## config.mk

```make
export PLATFORM = sky130hd
export DESIGN_NAME = simon_seg_mux
export DESIGN_NICKNAME = d
export VERILOG_FILES = /design/src/rtl/simon_seg_pkg.sv /design/src/rtl/simon_seg_decoder.sv /design/src/rtl/simon_seg_mux.sv
export SDC_FILE = /design/constraint.sdc
export NUM_CORES = 1
export LEC_CHECK = 0
export BUFFER_PORTS_ARGS = -buffer_cell sky130_fd_sc_hd__buf_4
export CORE_ASPECT_RATIO = 0.6
export CORE_MARGIN = 3
export CORE_UTILIZATION = 57
export DETAILED_ROUTE_END_ITERATION = 6
export GPL_ROUTABILITY_DRIVEN = 0
export PLACE_DENSITY = 0.78
export SETUP_SLACK_MARGIN = 0.05
export SLEW_MARGIN = 20
export SYNTH_ARGS = -nofsm -noshare
export SYNTH_HDL_FRONTEND = slang
export SYNTH_SLANG_ARGS = --single-unit
```

## constraint.sdc

```tcl
create_clock -name clk -period 3.1 [get_ports clk]
set_input_delay 0.155 -clock clk [delete_from_list [all_inputs] [get_ports clk]]
set_output_delay 0.155 -clock clk [all_outputs]
set_load 0.02 [all_outputs]
```

## src/rtl/simon_seg_pkg.sv

```systemverilog
// rtl/simon_seg_pkg.sv - FSM states, segment glyphs and hex decode for the Simon 7-segment mux
package simon_seg_pkg;

    typedef enum logic [1:0] {DIG1, DEAD1, DIG2, DEAD2} seg_state_t;

    localparam logic [6:0] SEG_0     = 7'h3F;
    localparam logic [6:0] SEG_1     = 7'h06;
    localparam logic [6:0] SEG_2     = 7'h5B;
    localparam logic [6:0] SEG_3     = 7'h4F;
    localparam logic [6:0] SEG_4     = 7'h66;
    localparam logic [6:0] SEG_5     = 7'h6D;
    localparam logic [6:0] SEG_6     = 7'h7D;
    localparam logic [6:0] SEG_7     = 7'h07;
    localparam logic [6:0] SEG_8     = 7'h7F;
    localparam logic [6:0] SEG_9     = 7'h6F;
    localparam logic [6:0] SEG_A     = 7'h77;
    localparam logic [6:0] SEG_B     = 7'h7C;
    localparam logic [6:0] SEG_C     = 7'h39;
    localparam logic [6:0] SEG_D     = 7'h5E;
    localparam logic [6:0] SEG_E     = 7'h79;
    localparam logic [6:0] SEG_F     = 7'h71;
    localparam logic [6:0] SEG_BLANK = 7'h00;

    function automatic logic [6:0] seg_decode(input logic [3:0] d);
        case (d)
            4'h0:    return SEG_0;
            4'h1:    return SEG_1;
            4'h2:    return SEG_2;
            4'h3:    return SEG_3;
            4'h4:    return SEG_4;
            4'h5:    return SEG_5;
            4'h6:    return SEG_6;
            4'h7:    return SEG_7;
            4'h8:    return SEG_8;
            4'h9:    return SEG_9;
            4'hA:    return SEG_A;
            4'hB:    return SEG_B;
            4'hC:    return SEG_C;
            4'hD:    return SEG_D;
            4'hE:    return SEG_E;
            default: return SEG_F;
        endcase
    endfunction

endpackage

```

## src/rtl/simon_seg_decoder.sv

```systemverilog
// rtl/simon_seg_decoder.sv - combinational hex digit to 7-segment glyph
module simon_seg_decoder
    import simon_seg_pkg::*;
(
    input  logic [3:0] digit,
    output logic [6:0] glyph
);

    assign glyph = seg_decode(digit);

endmodule

```

## src/rtl/simon_seg_mux.sv

```systemverilog
// rtl/simon_seg_mux.sv - two-digit 7-segment mux with dead time and frame-synchronous updates; optional SIMON_SEG_BLINK_EN
module simon_seg_mux
    import simon_seg_pkg::*;
#(
    parameter int REFRESH_DIV   = 1024,
    parameter int DEAD_CYCLES   = 4,
    parameter int BLANK_LEADING = 1,
    parameter int BLINK_FRAMES  = 64
) (
    input  logic       clk,
    input  logic       rst,
    input  logic       ena,
    input  logic [7:0] bcd_in,
    input  logic       load,
    input  logic       seginv,
    input  logic       blink,
    output logic [6:0] seg,
    output logic       dig1,
    output logic       dig2,
    output logic       pending,
    output logic       frame_done
);

    localparam int CNT_MAX = (REFRESH_DIV > DEAD_CYCLES) ? REFRESH_DIV : DEAD_CYCLES;
    localparam int CW      = $clog2(CNT_MAX);
    localparam logic [CW-1:0] REF_LAST  = CW'(REFRESH_DIV - 1);
    localparam logic [CW-1:0] DEAD_LAST = CW'((DEAD_CYCLES > 0) ? DEAD_CYCLES - 1 : 0);

    seg_state_t    state, state_nxt;
    logic [CW-1:0] cnt;
    logic          slot_end, boundary, commit, blink_off;
    logic [7:0]    displayed, pend_reg;
    logic [3:0]    tens, digit_sel;
    logic [6:0]    glyph, seg_nxt, seg_r;
    logic          dig1_nxt, dig2_nxt, dig1_r, dig2_r;

    assign tens      = displayed[7:4];
    assign slot_end  = (state == DIG1 || state == DIG2) ? (cnt == REF_LAST) : (cnt == DEAD_LAST);
    assign boundary  = slot_end && (state == DEAD2 || (DEAD_CYCLES == 0 && state == DIG2));
    // With the display disabled every cycle acts as a boundary: nothing is lit, so no tearing.
    assign commit    = pending && (!ena || boundary);
    assign digit_sel = (state == DIG1) ? tens : displayed[3:0];

    simon_seg_decoder u_decoder (
        .digit (digit_sel),
        .glyph (glyph)
    );

    always_ff @(posedge clk or posedge rst) begin
        if (rst) begin
            state <= DIG1;
            cnt   <= '0;
        end else if (!ena) begin
            state <= DIG1;
            cnt   <= '0;
        end else if (slot_end) begin
            state <= state_nxt;
            cnt   <= '0;
        end else begin
            cnt   <= cnt + 1'b1;
        end
    end

    always_comb begin
        state_nxt = state;
        case (state)
            DIG1:    state_nxt = (DEAD_CYCLES == 0) ? DIG2 : DEAD1;
            DEAD1:   state_nxt = DIG2;
            DIG2:    state_nxt = (DEAD_CYCLES == 0) ? DIG1 : DEAD2;
            default: state_nxt = DIG1;
        endcase
    end

    always_comb begin
        seg_nxt  = SEG_BLANK;
        dig1_nxt = 1'b0;
        dig2_nxt = 1'b0;
        if (ena && !blink_off) begin
            case (state)
                DIG1: begin
                    if (!(BLANK_LEADING != 0 && tens == 4'h0)) begin
                        seg_nxt  = glyph;
                        dig1_nxt = 1'b1;
                    end
                end
                DIG2: begin
                    seg_nxt  = glyph;
                    dig2_nxt = 1'b1;
                end
                default: ;
            endcase
        end
    end

    always_ff @(posedge clk or posedge rst) begin
        if (rst) begin
            seg_r      <= SEG_BLANK;
            dig1_r     <= 1'b0;
            dig2_r     <= 1'b0;
            frame_done <= 1'b0;
        end else begin
            seg_r      <= seg_nxt;
            dig1_r     <= dig1_nxt;
            dig2_r     <= dig2_nxt;
            frame_done <= ena && boundary;
        end
    end

    // The boundary commits the pre-cycle pend_reg; a coincident load stays pending.
    always_ff @(posedge clk or posedge rst) begin
        if (rst) begin
            displayed <= 8'h00;
            pend_reg  <= 8'h00;
            pending   <= 1'b0;
        end else begin
            if (commit)
                displayed <= pend_reg;
            if (load)
                pend_reg <= bcd_in;
            pending <= load || (pending && !commit);
        end
    end

`ifdef SIMON_SEG_BLINK_EN
    localparam int FW = (BLINK_FRAMES > 1) ? $clog2(BLINK_FRAMES) : 1;
    logic [FW-1:0] frame_cnt;

    always_ff @(posedge clk or posedge rst) begin
        if (rst || !blink) begin
            frame_cnt <= '0;
            blink_off <= 1'b0;
        end else if (ena && boundary) begin
            if (frame_cnt == FW'(BLINK_FRAMES - 1)) begin
                frame_cnt <= '0;
                blink_off <= !blink_off;
            end else begin
                frame_cnt <= frame_cnt + 1'b1;
            end
        end
    end
`else
    logic unused_blink;
    assign unused_blink = blink;
    assign blink_off    = 1'b0;
`endif

    assign seg  = seg_r ^ {7{seginv}};
    assign dig1 = dig1_r ^ seginv;
    assign dig2 = dig2_r ^ seginv;

endmodule
```

==> metrics.txt, run 1 <==
# TYPE chip_impl_metric gauge
chip_impl_metric{name="placementRows",unit=""} 16
chip_impl_metric{name="syn-mean-instance-area",unit="um^2"} 11.71
chip_impl_metric{name="syn_area",unit="um^2"} 2014
chip_impl_metric{name="globalRouteMet1Util",unit=""} 0.2749
chip_impl_metric{name="grt_pass1_vias",unit=""} 1283
chip_impl_metric{name="gr-usage-met2",unit=""} 0.2859
chip_impl_metric{name="drtIter0Drc",unit=""} 96
chip_impl_metric{name="fp.dieArea",unit="um^2"} 4307
chip_impl_metric{name="slew_margin_rel",unit=""} 0.6040
chip_impl_metric{name="worst_pin_slew",unit="ns"} 0.5775
chip_impl_metric{name="setup_tns",unit="ns"} 0
chip_impl_metric{name="drive_gt1_frac",unit=""} 0.2950
chip_impl_metric{name="worst_setup_hold_path_clk_slew",unit="ns"} 0.07
chip_impl_metric{name="max-clock-path-buffers",unit=""} 2
chip_impl_metric{name="timing.critical_path.fanout_max",unit=""} 7
chip_impl_info{name="endpoint_kind",value="flip-flop"} 1
chip_impl_metric{name="fin_worst_skew",unit="ns"} 0.007732
chip_impl_metric{name="instances_no_fill",unit=""} 245
chip_impl_metric{name="multi_input_gate_area_in_the_final_layout",unit="um^2"} 987.2
chip_impl_metric{name="timing.critical_path.arrival",unit="ns"} 2.71
chip_impl_metric{name="leakage",unit="nW"} 1.120
chip_impl_metric{name="final_hold_viol_count",unit=""} 0
chip_impl_info{name="r2r_start",value="state[0]"} 1
chip_impl_metric{name="irDropWorstVdd",unit="mV"} 0.4689
chip_impl_metric{name="synth_compound_gate_area_share",unit=""} 0.04783
chip_impl_info{name="clock_tree.root_cell",value="sky130_fd_sc_hd__clkbuf_8"} 1
chip_impl_metric{name="drc_errors",unit=""} 0
chip_impl_metric{name="ff2ff_path_depth",unit=""} 8
chip_impl_metric{name="ys_seq_elements",unit=""} 39
chip_impl_metric{name="synth_simple_gate_area_frac",unit=""} 0.1602
chip_impl_metric{name="synth-edff-count",unit=""} 0
chip_impl_metric{name="num_io_pins",unit=""} 25
chip_impl_metric{name="detail_route.wirelength",unit="um"} 3587
chip_impl_info{name="status",value="finished clean"} 1
chip_impl_info{name="synth_top_cells_by_area",value="sky130_fd_sc_hd__dfrtp_1, sky130_fd_sc_hd__ha_1, sky130_fd_sc_hd__mux2_4"} 1
chip_impl_info{name="synth_top_family_by_area",value="simple AND/OR/NAND/NOR gates"} 1
chip_impl_metric{name="fraction_of_registers_with_async_set_or_reset_after_synthesis",unit=""} 1.000
chip_impl_info{name="grt_most_used_layer",value="met2"} 1
chip_impl_info{name="worst_r2r_endpoint",value="seg_r[0]"} 1
chip_impl_metric{name="ff2ff_setup_slack",unit="ns"} 0.60
chip_impl_metric{name="floorplan.initialDensity",unit=""} 0.6062
chip_impl_metric{name="filler_cell_count",unit=""} 262
chip_impl_info{name="hold_class",value="input pin to flip-flop"} 1
chip_impl_info{name="layout_common_cells",value="sky130_fd_sc_hd__dfrtp_1, sky130_fd_sc_hd__buf_4, sky130_fd_sc_hd__nor2_1"} 1
chip_impl_metric{name="count_of_vias_placed_by_the_detailed_router",unit=""} 1320
chip_impl_info{name="cts_tree",value="built"} 1
chip_impl_metric{name="setup_violating_endpoint_count_in_the_final_report",unit=""} 0
chip_impl_metric{name="seq_area_frac_synth",unit=""} 0.4845
chip_impl_metric{name="internal_power_component",unit="W"} 0.001048
chip_impl_metric{name="grt_start_max_net_pins",unit=""} 40
chip_impl_metric{name="muxShareOfSynthArea",unit=""} 0.1416
chip_impl_metric{name="die_width",unit="um"} 82.75
chip_impl_metric{name="worst-endpoint-required",unit="ns"} 3.31
chip_impl_metric{name="clock_power_share",unit=""} 0.343
chip_impl_metric{name="fin_crit_sh",unit=""} 0.8073
chip_impl_info{name="worstSetupPathType",value="flip-flop to flip-flop"} 1
chip_impl_metric{name="synthToLayoutAreaGrowth",unit="%"} 17.95
chip_impl_metric{name="synth_adder_area_share",unit=""} 0.06211
chip_impl_metric{name="p_switching",unit="W"} 0.0003671
chip_impl_info{name="grt_setup_unrepaired",value="no"} 1
chip_impl_metric{name="clk-insertion-delay-late",unit="ns"} 0.29
chip_impl_metric{name="grt_overflow_total",unit=""} 0
chip_impl_info{name="netlist.top_cell.by_area",value="sky130_fd_sc_hd__dfrtp_1"} 1
chip_impl_metric{name="p_sw_frac",unit=""} 0.2594
chip_impl_metric{name="number_of_flip_flops_in_the_largest_register",unit=""} 10
chip_impl_metric{name="grt.met3_usage",unit=""} 0.05709
chip_impl_metric{name="antennaDiodeCount",unit=""} 0
chip_impl_metric{name="post-route-min-period",unit="ns"} 2.503
chip_impl_metric{name="maxClockFrequency",unit="GHz"} 0.3996
chip_impl_metric{name="die_height",unit="um"} 52.05
chip_impl_metric{name="wire_length_of_the_first_global_routing_pass",unit="um"} 6092
chip_impl_metric{name="cts_made_buffers",unit=""} 5
chip_impl_metric{name="synth_top_cell_area_share",unit=""} 0.4845
chip_impl_metric{name="grt_use_total",unit=""} 0.1961
chip_impl_metric{name="timing.final.max_slew_violations",unit=""} 0
chip_impl_metric{name="cts_sinks",unit=""} 39
chip_impl_metric{name="antenna_violating_nets_post_route",unit=""} 0
chip_impl_metric{name="floorplan.core_area",unit="um^2"} 3323
chip_impl_info{name="crit_path_start",value="state[0]"} 1
chip_impl_metric{name="layout.nets",unit=""} 223
chip_impl_metric{name="maxCapViolCount",unit=""} 0
chip_impl_metric{name="worst_hold_slack",unit="ns"} 0.09515
chip_impl_metric{name="portBuffers",unit=""} 23
chip_impl_info{name="final_common_cell",value="sky130_fd_sc_hd__dfrtp_1"} 1
chip_impl_metric{name="power_per_cell_area",unit="nW/um^2"} 595.6
chip_impl_metric{name="initial_antenna_violation_count",unit=""} 0
chip_impl_metric{name="cts_htree_levels",unit=""} 2
chip_impl_metric{name="synth.net_count",unit=""} 196
chip_impl_metric{name="synth_xor_area_frac",unit=""} 0.07826
chip_impl_metric{name="buffers_inserted_by_post_cts_timing_repair",unit=""} 0
chip_impl_metric{name="vias_per_cell",unit=""} 5.388
chip_impl_metric{name="wl_per_cell",unit="um"} 14.64
chip_impl_metric{name="sequential_standard_cell_area",unit="um^2"} 975.9
chip_impl_metric{name="ys_types",unit=""} 37
chip_impl_metric{name="placed_cells_incl_taps",unit=""} 236
chip_impl_metric{name="total_half_perimeter_wirelength_after_legalization_and_detailed_placement",unit="um"} 2755
chip_impl_metric{name="drtPass1Iterations",unit=""} 4
chip_impl_metric{name="p_comb_frac",unit=""} 0.230
chip_impl_metric{name="number_of_cells_produced_by_synthesis",unit=""} 172
chip_impl_metric{name="share_seq_of_total_power",unit=""} 0.428
chip_impl_info{name="synth_flop_cell",value="sky130_fd_sc_hd__dfrtp_1"} 1
chip_impl_info{name="worstSetupStartpointType",value="flip-flop"} 1
chip_impl_metric{name="synth.yosys.warnings",unit=""} 0
chip_impl_info{name="cp-endpoint",value="seg_r[0]"} 1
cell usage after synthesis, types with 2 or more instances:
library cell               number
sky130_fd_sc_hd__nor2b_1        2
sky130_fd_sc_hd__mux2_2        10
sky130_fd_sc_hd__xor2_1        12
sky130_fd_sc_hd__dfrtp_1       39
sky130_fd_sc_hd__and3_1         3
sky130_fd_sc_hd__o21ai_0        4
sky130_fd_sc_hd__a211oi_1       2
sky130_fd_sc_hd__a221oi_1       2
sky130_fd_sc_hd__or3_1          3
sky130_fd_sc_hd__nand3_1        6
sky130_fd_sc_hd__clkbuf_1       4
sky130_fd_sc_hd__buf_2          2
sky130_fd_sc_hd__nand2_1        7
sky130_fd_sc_hd__xnor2_1        6
sky130_fd_sc_hd__nor3_1         5
sky130_fd_sc_hd__ha_1          10
sky130_fd_sc_hd__mux2i_1        3
sky130_fd_sc_hd__nor2_1        20
sky130_fd_sc_hd__inv_1          7
sky130_fd_sc_hd__mux2_4         8
final cells by class:
class	instances	area share
multi-input combinational	120	0.4155
sequential	39	0.4107
timing repair buffer	26	0.08320
clock buffer	6	0.03054
clock inverter	2	0.02528
tap	45	0.02370
inverter	7	0.01106
what timing repair did:
action,4_1_cts,5_1_grt
hold buffers,1,0
hold endpoints to repair,39,0
resized for setup,0,0
per-layer routing:
metal	vias up	wire [um]
met2	37	1493
li1	651	-
met3	9	181
met5	-	0
met4	0	59
met1	623	1853
power groups by stage:
stage	Sequential (W)	Clock (W)	Combinational, W
after detailed placement	0.000615	0	0.000326
after floorplan	0.000602	0	0.000232
after global placement	0.000610	0	0.000310
after global routing	0.000613	0.000516	0.000357
final	0.000605	0.000485	0.000325
after CTS	0.000605	0.000494	0.000327
worst max-delay path, cell delays in order, from the launching register on:
cell and delay (ns):
sky130_fd_sc_hd__dfrtp_1 0.42, sky130_fd_sc_hd__inv_1 0.11, sky130_fd_sc_hd__ha_1 0.32, sky130_fd_sc_hd__mux2i_1 0.54
sky130_fd_sc_hd__inv_1 0.17, sky130_fd_sc_hd__ha_1 0.26, sky130_fd_sc_hd__or3_1 0.38, sky130_fd_sc_hd__o221a_2 0.13
sky130_fd_sc_hd__nor2_1 0.10
how the worst min path moves through the flow:
stage	slack (ns)	cells past startpoint	from	end
4_1_cts	0.09	2	bcd_in[7]	pend_reg[7]
5_1_grt	0.09	2	bcd_in[3]	pend_reg[3]
3_5_place_dp	0.30	3	rst	state[1]
3_3_place_gp	0.29	3	rst	frame_done
2_1_floorplan	0.31	1	bcd_in[0]	pend_reg[0]
6_report	0.1	2	bcd_in[5]	pend_reg[5]
per-stage QoR:
step           utilization  cell area (um^2)  total power, W  setup WS (ns)
2_1_floorplan            -              2014       0.0008339         0.8186
3_3_place_gp        0.6721              2233       0.0009206         0.7374
3_5_place_dp        0.6721              2233       0.0009408         0.6083
4_1_cts             0.7150              2376        0.001427         0.5953
5_1_grt             0.7150              2376        0.001485         0.3922
6_report            0.7150              2376        0.001415         0.5974
logic make-up (layout without fill, tap and decap cells):
group | count (synthesis) | after routing
buf+inv | 13 | 41
flops | 39 | 39
xor+xnor | 18 | 18
fa+ha+maj | 10 | 10
simple gates | 57 | 57
mux | 22 | 22
compound gates | 13 | 13
(Power assumes the default switching activity.)
==> inputs of run 2 (changes only) <==
--- a/config.mk
+++ b/config.mk
@@ -8,10 +8,10 @@
 export BUFFER_PORTS_ARGS = -buffer_cell sky130_fd_sc_hd__buf_4
 export CORE_ASPECT_RATIO = 0.6
 export CORE_MARGIN = 3
-export CORE_UTILIZATION = 57
+export CORE_UTILIZATION = 51
 export DETAILED_ROUTE_END_ITERATION = 6
 export GPL_ROUTABILITY_DRIVEN = 0
-export PLACE_DENSITY = 0.78
+export PLACE_DENSITY = 0.73
 export SETUP_SLACK_MARGIN = 0.05
 export SLEW_MARGIN = 20
 export SYNTH_ARGS = -nofsm -noshare
==> constraint.sdc (replaced) <==
create_clock -name clk -period 2.16 [get_ports clk]
set_input_delay 0.108 -clock clk [delete_from_list [all_inputs] [get_ports clk]]
set_output_delay 0.108 -clock clk [all_outputs]
set_load 0.02 [all_outputs]
==> run 2 against run 1 <==
Net effect:
- sequential share of layout area down 0.72 points
- power is 31% higher
- cell area up 1.8%
- final cell count is 3.3% higher
- critical path depth shrank 2
- combinational power is 50% higher
- sequential power increased by 44%
- count of clock-buffer cells in the layout did not move
- largest power group unchanged
- flip-flop and latch count did not move
- first-iteration DRC count down 15%
==> metrics.txt, run 2 (synthesized netlist as in run 1, its figures left out) <==
# TYPE chip_impl_metric gauge
chip_impl_metric{name="grt_overflow_total",unit=""} 0
chip_impl_metric{name="ff2ff_setup_slack",unit="ns"} 0.11
chip_impl_metric{name="cts_sinks",unit=""} 39
chip_impl_info{name="endpoint_kind",value="flip-flop"} 1
chip_impl_metric{name="drtIter0Drc",unit=""} 82
chip_impl_metric{name="gr-usage-met2",unit=""} 0.2859
chip_impl_metric{name="drtPass1Iterations",unit=""} 4
chip_impl_metric{name="worst_hold_slack",unit="ns"} 0.04730
chip_impl_metric{name="maxClockFrequency",unit="GHz"} 0.4888
chip_impl_metric{name="fp.dieArea",unit="um^2"} 4765
chip_impl_metric{name="grt_use_total",unit=""} 0.1845
chip_impl_metric{name="portBuffers",unit=""} 23
chip_impl_metric{name="final_hold_viol_count",unit=""} 0
chip_impl_info{name="clock_tree.root_cell",value="sky130_fd_sc_hd__clkbuf_8"} 1
chip_impl_metric{name="die_width",unit="um"} 87.14
chip_impl_metric{name="buffers_inserted_by_post_cts_timing_repair",unit=""} 0
chip_impl_metric{name="wl_per_cell",unit="um"} 15.38
chip_impl_metric{name="cts_made_buffers",unit=""} 5
chip_impl_info{name="cp_cell_sequence",value="inv_1, ha_4, mux2_2, ha_1, mux4_2, nor2_1"} 1
chip_impl_metric{name="count_of_vias_placed_by_the_detailed_router",unit=""} 1378
chip_impl_metric{name="grt.met3_usage",unit=""} 0.05263
chip_impl_info{name="grt_setup_unrepaired",value="yes"} 1
chip_impl_info{name="worst_r2r_endpoint",value="seg_r[3]"} 1
chip_impl_metric{name="number_of_flip_flops_in_the_largest_register",unit=""} 10
chip_impl_metric{name="grt_start_max_net_pins",unit=""} 40
chip_impl_metric{name="fin_crit_sh",unit=""} 0.9471
chip_impl_metric{name="antennaDiodeCount",unit=""} 0
chip_impl_metric{name="antenna_violating_nets_post_route",unit=""} 0
chip_impl_metric{name="max-clock-path-buffers",unit=""} 2
chip_impl_info{name="r2r_start",value="state[0]"} 1
chip_impl_metric{name="p_switching",unit="W"} 0.0005412
chip_impl_metric{name="slowest_delay",unit="ns"} 0.47
chip_impl_metric{name="floorplan.core_area",unit="um^2"} 3722
chip_impl_info{name="worstSetupStartpointType",value="flip-flop"} 1
chip_impl_metric{name="num_io_pins",unit=""} 25
chip_impl_metric{name="vias_per_cell",unit=""} 5.447
chip_impl_metric{name="detail_route.wirelength",unit="um"} 3892
chip_impl_info{name="timing.hold.worst_endpoint",value="pend_reg[7]"} 1
chip_impl_metric{name="cts_htree_levels",unit=""} 2
chip_impl_metric{name="floorplan.initialDensity",unit=""} 0.5412
chip_impl_metric{name="fin_worst_skew",unit="ns"} 0.01180
chip_impl_info{name="grt_most_used_layer",value="met2"} 1
chip_impl_metric{name="setup_tns",unit="ns"} 0
chip_impl_metric{name="p_sw_frac",unit=""} 0.2930
chip_impl_metric{name="clk-insertion-delay-late",unit="ns"} 0.29
chip_impl_metric{name="p_comb_frac",unit=""} 0.265
chip_impl_metric{name="post-route-min-period",unit="ns"} 2.046
chip_impl_metric{name="share_seq_of_total_power",unit=""} 0.471
chip_impl_metric{name="placed_cells_incl_taps",unit=""} 245
chip_impl_metric{name="grt_pass1_vias",unit=""} 1353
chip_impl_metric{name="worstHoldPathCells",unit=""} 2
chip_impl_info{name="final_common_cell",value="sky130_fd_sc_hd__dfrtp_1"} 1
chip_impl_metric{name="ff2ff_path_depth",unit=""} 6
chip_impl_metric{name="die_height",unit="um"} 54.68
chip_impl_info{name="cts_tree",value="built"} 1
chip_impl_info{name="worstSetupPathType",value="flip-flop to flip-flop"} 1
chip_impl_metric{name="leakage",unit="nW"} 1.132
chip_impl_metric{name="power",unit="W"} 0.001847
chip_impl_info{name="layout_common_cells",value="sky130_fd_sc_hd__dfrtp_1, sky130_fd_sc_hd__buf_4, sky130_fd_sc_hd__nor2_1"} 1
chip_impl_metric{name="drive_gt1_frac",unit=""} 0.3398
chip_impl_metric{name="globalRouteMet1Util",unit=""} 0.2481
chip_impl_metric{name="clock_power_share",unit=""} 0.264
chip_impl_info{name="status",value="finished clean"} 1
chip_impl_metric{name="postLayoutSetupSlackWorst",unit="ns"} 0.1143
chip_impl_metric{name="timing.critical_path.fanout_max",unit=""} 5
chip_impl_info{name="crit_path_start",value="state[0]"} 1
chip_impl_metric{name="setup_violating_endpoint_count_in_the_final_report",unit=""} 0
chip_impl_info{name="hold_class",value="input pin to flip-flop"} 1
chip_impl_metric{name="slew_margin_rel",unit=""} 0.6265
chip_impl_metric{name="maxCapViolCount",unit=""} 0
chip_impl_metric{name="preCtsSetupSlack",unit="ns"} -0.01421
chip_impl_metric{name="power_per_cell_area",unit="nW/um^2"} 763.6
chip_impl_metric{name="instances_no_fill",unit=""} 253
chip_impl_metric{name="worst_setup_hold_path_clk_slew",unit="ns"} 0.08
chip_impl_metric{name="wire_length_of_the_first_global_routing_pass",unit="um"} 6527
chip_impl_info{name="slowest_stage",value="sky130_fd_sc_hd__mux4_2"} 1
chip_impl_info{name="hp-start",value="bcd_in[7]"} 1
chip_impl_metric{name="filler_cell_count",unit=""} 281
chip_impl_metric{name="initial_antenna_violation_count",unit=""} 0
chip_impl_metric{name="internal_power_component",unit="W"} 0.001306
chip_impl_metric{name="timing.final.max_slew_violations",unit=""} 0
chip_impl_metric{name="drc_errors",unit=""} 0
chip_impl_metric{name="layout.nets",unit=""} 230
chip_impl_metric{name="worst_pin_slew",unit="ns"} 0.5584
chip_impl_metric{name="worst-endpoint-required",unit="ns"} 2.39
chip_impl_metric{name="placementRows",unit=""} 17
chip_impl_metric{name="total_half_perimeter_wirelength_after_legalization_and_detailed_placement",unit="um"} 2921
chip_impl_metric{name="timing.critical_path.arrival",unit="ns"} 2.27
chip_impl_metric{name="synthToLayoutAreaGrowth",unit="%"} 20.06
chip_impl_metric{name="irDropWorstVdd",unit="mV"} 0.4411
## run 2: worst max-delay path by stage
stage / to / slack [ns]
2_1_floorplan: seg_r[3] / 0.09
3_3_place_gp: seg_r[3] / 0.09
3_5_place_dp: seg_r[4] / -0.01
4_1_cts: seg_r[3] / 0.05
5_1_grt: seg_r[3] / 0.01
6_report: seg_r[3] / 0.11
## run 2: power by group through the flow
stage	Combinational [W]	Clock (W)	Sequential, W
floorplan	0.000337	0	0.000868
global placement	0.000460	0	0.000881
detailed placement	0.000486	0	0.000885
CTS	0.000491	0.000500	0.000871
global route	0.000536	0.000531	0.000880
finish	0.000489	0.000488	0.000870
## run 2: per-stage QoR
stage	utilization	instance area, um^2
floorplan	-	2028
global placement	0.6182	2301
detailed placement	0.6182	2301
CTS	0.6457	2404
global route	0.6497	2419
finish	0.6497	2419
## run 2: layout make-up
type | count | area [um^2] | share of cell area
clock buffer | 6 | 82.58 | 0.03414
tap | 47 | 58.81 | 0.02431
clock inverter | 1 | 5.005 | 0.002069
multi-input combinational | 120 | 1020 | 0.4216
sequential | 39 | 975.9 | 0.4035
timing repair buffer | 33 | 250.2 | 0.1035
inverter | 7 | 26.28 | 0.01086
## run 2: critical path, delay by kind of cell, from the launching register on
kind                       cells  cell delay [ns]
muxes                          2             0.88
buffers and inverters          1             0.11
and+or+nand+nor                1             0.11
adders and majority gates      2             0.51
DFF                            1             0.37
## run 2: metal layers
layer,vias up,wire length [um]
met4,0,80
li1,664,-
met3,9,208
met5,-,0
met2,40,1728
met1,665,1874
## run 2: timing repair
action                                  in CTS  in global routing
endpoints found under the setup margin       4                  5
resized for setup                            2                  2
hold buffers                                 1                  0
endpoints found under the hold margin       39                  0
